File: config.mk
export PLATFORM = sky130hd
export DESIGN_NAME = fibonacci_circuit
export DESIGN_NICKNAME = d
export VERILOG_FILES = /design/src/rtl/fibonacci_circuit.sv
export SDC_FILE = /design/constraint.sdc
export NUM_CORES = 1
export LEC_CHECK = 0
export BUFFER_PORTS_ARGS = -buffer_cell sky130_fd_sc_hd__buf_4
export CAP_MARGIN = 15
export CORE_ASPECT_RATIO = 0.8
export CORE_MARGIN = 10
export CORE_UTILIZATION = 35
export CTS_BUF_LIST = sky130_fd_sc_hd__clkbuf_8
export DETAILED_ROUTE_END_ITERATION = 16
export GPL_TIMING_DRIVEN = 0
export PLACE_DENSITY = 0.51
export SYNTH_ARGS = -nofsm -noshare
export SYNTH_HDL_FRONTEND = slang
export SYNTH_SLANG_ARGS = --single-unit
File: constraint.sdc
create_clock -name clk -period 2.65 [get_ports clk]
set_input_delay 0.1325 -clock clk [delete_from_list [all_inputs] [get_ports clk]]
set_output_delay 0.1325 -clock clk [all_outputs]
set_load 0.05 [all_outputs]
File: src/rtl/fibonacci_circuit.sv
// Free-running 32-bit Fibonacci generator: one term per clock on num, restarting
// at 0 after F47 so the output never shows a wrapped sum.
module fibonacci_circuit (
  input  logic        clk,
  input  logic        reset_n,
  output logic [31:0] num
);

  localparam logic [31:0] F_LAST = 32'd2971215073;

  logic [31:0] r_num;
  logic [31:0] r_nxt;
  logic [31:0] w_sum;
  logic        w_restart;

  assign w_sum     = r_num + r_nxt;
  assign w_restart = (r_num == F_LAST);

  // At (F46, F47) the sum wraps; the restart on the following edge hides it.
  always_ff @(posedge clk or negedge reset_n) begin
    if (!reset_n) begin
      r_num <= 32'd0;
      r_nxt <= 32'd1;
    end else if (w_restart) begin
      r_num <= 32'd0;
      r_nxt <= 32'd1;
    end else begin
      r_num <= r_nxt;
      r_nxt <= w_sum;
    end
  end

  assign num = r_num;

endmodule

==> run_results.csv, run 1 <==
group,metric,value,unit
synthesis,synth_seq_area_share,41.3,%
clock_network,cts_sinks,64,
floorplan,initial_core_util,35.8,%
worst_setup_path,end_kind,"register",
run,maxCapViolations,0,
global_route,grt_overflow,0,
detailed_routing,drtAntennaViolNets,0,
final_layout,final_area,4650,µm²
synthesis,synth_commonest_cells,"dfrtp_1, nor2b_1, a21oi_1, nand2_1",
synthesis,synth_edf_count,0,
synthesis,synth-main-ff-cell,"dfrtp_1",
clock_network,htree_levels,3,
timing,rsz0062_at_grt,"yes",
final_layout,final_cells,609,
power,power.total,1.79,mW
floorplan,core-area,10800,µm²
power,p_sw,0.406,mW
power,p_leak,2.29,nW
final_layout,n_antenna_cell,0,
final_layout,drive_gt1_share,19.4,%
clock_network,cts_buffer_depth,2,
synthesis,ys_async_sr_fraction,100,%
floorplan,io_pins,34,
worst_setup_path,critPathKind,"register to register",
timing,fin_tns_setup,0,ns
timing,finalHoldViolCount,0,
worst_setup_path,timing.rr.start,"r_nxt[0]",
placement,placed_cell_area,4310,µm²
timing,setup_viol,0,
worst_setup_path,critPathLaunchType,"register",
worst_setup_path,r2r_cells,10,
synthesis,syn-cell-area,3880,µm²
timing,finalMaxSlewViolations,0,
timing,finalWorstSetupSlack,0.0710,ns
placement,dp_slack,-0.171,ns
timing,fin_crit,2.58,ns
min_path,min_path_type,"input pin to asynchronous set/reset pin",
timing,max_freq,388,MHz
synthesis,ys_top_cells_by_area,"dfrtp_1, ha_1, nor2b_1, a21oi_1, nand2_1",
power,p_seq_share,54.5,%
global_route,grtUsageTotal,14.0,%
timing,worst_pin_slew,0.811,ns
worst_setup_path,required,2.94,ns
detailed_routing,wire_per_inst,17.2,µm
detailed_routing,firstDrtPassIters,4,
synthesis,yosys_warnings,0,
clock_network,cts_tree,"done",
power,max-vdd-ir-drop,0.182,mV
worst_setup_path,cp_data_arrival_time,2.87,ns
power,combPwrFrac,1.1,%
synthesis,ys_types,60,
placement,place_congestion,0.909,
timing,timing.hold.ws,0.415,ns
floorplan,dieHeight,114,µm
timing,slew_headroom,46.0,%
timing,fin_crit_sh,97.3,%
floorplan,rows,34,
placement,place_inst,584,
clock_network,clk_pin_slew,0.08,ns
timing,fin_skew,0.0121,ns
placement,io_buffer_count,33,
final_layout,nNetsFinal,494,
global_route,grt_max_degree,65,
placement,dp_hpwl,7550,µm
worst_setup_path,r2r_slack,0.07,ns
detailed_routing,via_count,3274,
clock_network,cts_buffers,9,
global_route,grt_pass1_wl,17300,µm
detailed_routing,drc,0,
global_route,antenna_found_initial,0,
clock_network,clock_latency,0.36,ns
synthesis,synth_most_common_cell,"dfrtp_1",
floorplan,die_area,15700,µm²
synthesis,synth_top_area_share,40.6,%
synthesis,ys_ff_latch,64,
power,internal_power,1.39,mW
detailed_routing,drt_iter0_drc,176,
power,power.density,386,nW/µm²
worst_setup_path,critPathMaxFanout,5,
synthesis,netlist_instances,407,
detailed_routing,viasPerCell,5.38,
synthesis,syn_avg_cell_area,9.55,µm²
final_layout,syn2layout_area_growth,19.6,%
global_route,grt_pass1_vias,3322,
synthesis,syn-num-nets,441,
worst_setup_path,worstSetupEndpoint,"r_nxt[24]",
floorplan,die-width,138,µm
power,p_clk_share,44.4,%
status,status,"completed",
detailed_routing,routed_wl,10500,µm
worst_setup_path,crit_path_start,"r_nxt[0]",
synthesis,yosys.area.top_type,"dfrtp_1",
worst_setup_path,r2r-end,"r_nxt[24]",
clock_network,clockRootBuffer,"clkbuf_8",
final_layout,final_util,42.8,%
power,p_sw_share,22.7,%
area by class of cell:
| type | instances | area, µm² |
|---|---|---|
| Buffer | 12 | 55.1 |
| Clock buffer | 12 | 165 |
| Clock inverter | 4 | 18.8 |
| Fill cell | 1096 | 6200 |
| Inverter | 11 | 41.3 |
| Multi-Input combinational cell | 320 | 2270 |
| Sequential cell | 64 | 1600 |
| Tap cell | 144 | 180 |
| Timing Repair Buffer | 42 | 318 |
worst max-delay path, stage by stage, from the launching register on:
cell and delay (ns):
dfstp_2 0.55, ha_4 0.13, inv_2 0.03, fa_2 0.32, and2b_1 0.23, o2111ai_2 0.16
a21oi_2 0.22, buf_4 0.14, o2111ai_4 0.19, a2111o_1 0.45, o21ai_1 0.08
cells in the final DEF (no fill, tap or decap), types with 4 or more instances in the layout:
cell	n
nor4bb_1	4
clkbuf_8	12
ha_1	30
nor3_1	14
clkbuf_1	4
inv_1	11
nor2_1	31
o22ai_1	4
buf_4	41
a21o_1	5
nor2b_1	34
clkbuf_2	5
nand4_1	5
nand3_1	8
o21ai_0	18
xnor2_1	8
mux2i_1	7
dfrtp_1	63
or2_2	7
o211ai_1	7
a21oi_1	32
o21a_1	8
nand2_1	32
xor2_1	6
sequential cells by signal, summed over array words and instances, names as in the netlist:
| register | flops |
|---|---|
| r_nxt | 32 |
| num | 32 |
repair_timing:
| action | in CTS | in global routing |
|---|---|---|
| endpoints found under the hold margin | 63 | 0 |
| endpoints found under the setup margin | 47 | 50 |
| pin swaps | 4 | 5 |
| resized for setup | 8 | 11 |
| hold buffers | 1 | 0 |
| setup buffers | 6 | 2 |
power by group through the flow:
stage / clock (mW) / sequential (mW) / combinational, mW
final: 0.796 / 0.977 / 0.0206
after global routing: 0.856 / 0.976 / 0.0251
after CTS: 0.827 / 0.976 / 0.0227
after detailed placement: 0 / 0.995 / 0.0215
after global placement: 0 / 0.995 / 0.0215
after floorplan: 0 / 0.995 / 0.00000104
worst min path at each step:
stage | endpoint | startpoint | depth (start not counted)
floorplan | num[0] | reset_n | 0
global placement | num[8] | reset_n | 1
detailed placement | num[8] | reset_n | 1
CTS | r_nxt[11] | reset_n | 2
global route | num[8] | reset_n | 2
finish | r_nxt[9] | reset_n | 2
logic make-up (layout without fill, tap and decap cells):
group,Yosys count,count (layout),share of synthesized area [%]
AND/OR/NAND/NOR,156,156,21.5
AO/OA/AOI/OAI,110,110,19.2
flip-flops,64,64,41.3
adder cells (fa/ha/maj),32,32,10.5
buffers and inverters,23,81,2.32
XOR/XNOR,14,14,3.16
multiplexers,8,8,2.09
metal layers:
metal / global-route usage [%] / up-vias / wire length, µm
met2: 19.4 / 85 / 4290
met1: 20.1 / 1585 / 5330
met4: 3.96 / 0 / 154
li1: - / 1590 / -
met3: 4.65 / 14 / 708
met5: 0 / - / 0
Power figures use the tool's default switching activity.
==> inputs of run 2 (changes only) <==
--- a/config.mk
+++ b/config.mk
@@ -13,6 +13,7 @@
 export CTS_BUF_LIST = sky130_fd_sc_hd__clkbuf_8
 export DETAILED_ROUTE_END_ITERATION = 16
 export GPL_TIMING_DRIVEN = 0
+export MAX_ROUTING_LAYER = met4
 export PLACE_DENSITY = 0.51
 export SYNTH_ARGS = -nofsm -noshare
 export SYNTH_HDL_FRONTEND = slang
==> run_results.csv, run 2 (synthesis results as in run 1) <==
group,metric,value,unit
timing,setup_viol,0,
worst_setup_path,r2r_slack,0.05,ns
floorplan,dieHeight,114,µm
power,power.total,1.79,mW
timing,finalMaxSlewViolations,0,
clock_network,clockRootBuffer,"clkbuf_8",
global_route,grtUsageTotal,14.4,%
worst_setup_path,timing.rr.start,"r_nxt[0]",
clock_network,cts_buffers,9,
timing,finalHoldViolCount,0,
global_route,grt_max_degree,65,
floorplan,die_area,15700,µm²
global_route,grt_overflow,0,
power,power.density,385,nW/µm²
timing,rsz0062_at_grt,"yes",
detailed_routing,drtAntennaViolNets,0,
final_layout,syn2layout_area_growth,19.7,%
timing,slew_headroom,46.0,%
worst_setup_path,critPathMaxFanout,5,
detailed_routing,drt_iter0_drc,184,
worst_setup_path,critPathLaunchType,"register",
run,maxCapViolations,0,
final_layout,drive_gt1_share,19.8,%
timing,worst_pin_slew,0.810,ns
placement,io_buffer_count,33,
floorplan,rows,34,
power,p_leak,2.30,nW
global_route,antenna_found_initial,0,
min_path,min_path_type,"input pin to asynchronous set/reset pin",
timing,fin_crit,2.60,ns
worst_setup_path,r2r_cells,10,
clock_network,clk_pin_slew,0.08,ns
timing,max_freq,385,MHz
final_layout,fillers,1095,
worst_setup_path,end_kind,"register",
detailed_routing,viasPerCell,5.40,
clock_network,cts_buffer_depth,2,
timing,fin_crit_sh,97.9,%
clock_network,clock_latency,0.36,ns
detailed_routing,drc,0,
clock_network,htree_levels,3,
clock_network,cts_tree,"done",
timing,fin_skew,0.0151,ns
floorplan,die-width,138,µm
detailed_routing,routed_wl,10500,µm
detailed_routing,wire_per_inst,17.2,µm
placement,place_congestion,0.925,
worst_setup_path,cp_data_arrival_time,2.88,ns
detailed_routing,via_count,3289,
placement,dp_hpwl,7550,µm
worst_setup_path,required,2.94,ns
floorplan,core-area,10800,µm²
final_layout,mostFrequentLayoutCells,"dfrtp_1, buf_4, nor2b_1",
clock_network,cts_sinks,64,
power,max-vdd-ir-drop,0.182,mV
detailed_routing,firstDrtPassIters,4,
final_layout,n_antenna_cell,0,
floorplan,initial_core_util,35.8,%
global_route,grt_pass1_wl,17300,µm
status,status,"completed",
worst_setup_path,r2r-end,"r_nxt[24]",
timing,fin_tns_setup,0,ns
floorplan,io_pins,34,
worst_setup_path,critPathKind,"register to register",
final_layout,nNetsFinal,494,
final_layout,layout_commonest_cell,"dfrtp_1",
global_route,grt_pass1_vias,3324,
==> run 2: cell counts in the layout (fill, tap and decap cells not counted) <==
No cell type changed its count.
==> run 2: worst max-delay path: stages, from the launching register on <==
cell and delay, ns:
dfstp_2 0.55, ha_4 0.13, inv_2 0.03, fa_2 0.32, and2b_1 0.23, o2111ai_2 0.16
a21oi_2 0.23, buf_4 0.15, o2111ai_4 0.19, a2111o_1 0.46, o21ai_1 0.08
==> run 2: metal layers <==
layer / wire length (µm) / vias up / GRT usage, %
met4: 114 / 0 / 3.68
met2: 4390 / 73 / 19.5
met1: 5420 / 1615 / 20.3
li1: - / 1590 / -
met3: 533 / 11 / 4.08
met5: 0 / - / -
==> run 2: power by group <==
| part | internal [mW] | switching [mW] |
|---|---|---|
| Clock | 0.408 | 0.386 |
| Combinational | 0.00192 | 0.0185 |
| Sequential | 0.977 | 0 |
==> run 2: stage by stage <==
stage | setup slack [ns] | utilization (%) | instance area, µm² | hold slack [ns] | cells
6_report | 0.0545 | 42.9 | 4650 | 0.411 | 609
5_1_grt | -0.0509 | 42.9 | 4650 | 0.491 | 609
4_1_cts | 0.00961 | 42.2 | 4580 | 0.447 | 607
3_5_place_dp | -0.171 | 39.8 | 4310 | 0.291 | 584
3_3_place_gp | -0.201 | 39.8 | 4310 | 0.292 | 584
2_1_floorplan | 0.0297 | - | 3880 | -0.163 | 407
==> run 2: how the worst max path moves through the flow <==
stage                      endpoint     start  slack, ns  cells past startpoint
after global placement     r_nxt[0]   num[27]      -0.20                      6
after CTS                 r_nxt[20]  r_nxt[0]       0.01                     10
after floorplan           r_nxt[24]    num[0]       0.03                      9
final                     r_nxt[24]  r_nxt[0]       0.05                     10
after global routing      r_nxt[24]  r_nxt[0]      -0.05                     10
after detailed placement   r_nxt[0]   num[27]      -0.17                      6
==> run 2: repair_timing <==
action / CTS / global route
endpoints found under the setup margin: 47 / 46
setup buffers: 6 / 2
cloned: 0 / 0
hold endpoints to repair: 63 / 0
hold buffers: 1 / 0
resized for setup: 8 / 15
pin swaps: 4 / 8
==> run 2: layout make-up <==
class / count / area (µm²) / share of cell area (%)
Multi-Input combinational cell: 320 / 2270 / 48.7
Tap cell: 144 / 180 / 3.87
Buffer: 12 / 57.6 / 1.24
Inverter: 11 / 41.3 / 0.888
Sequential cell: 64 / 1600 / 34.5
Timing Repair Buffer: 42 / 318 / 6.83
Clock buffer: 12 / 165 / 3.55
Clock inverter: 4 / 18.8 / 0.404
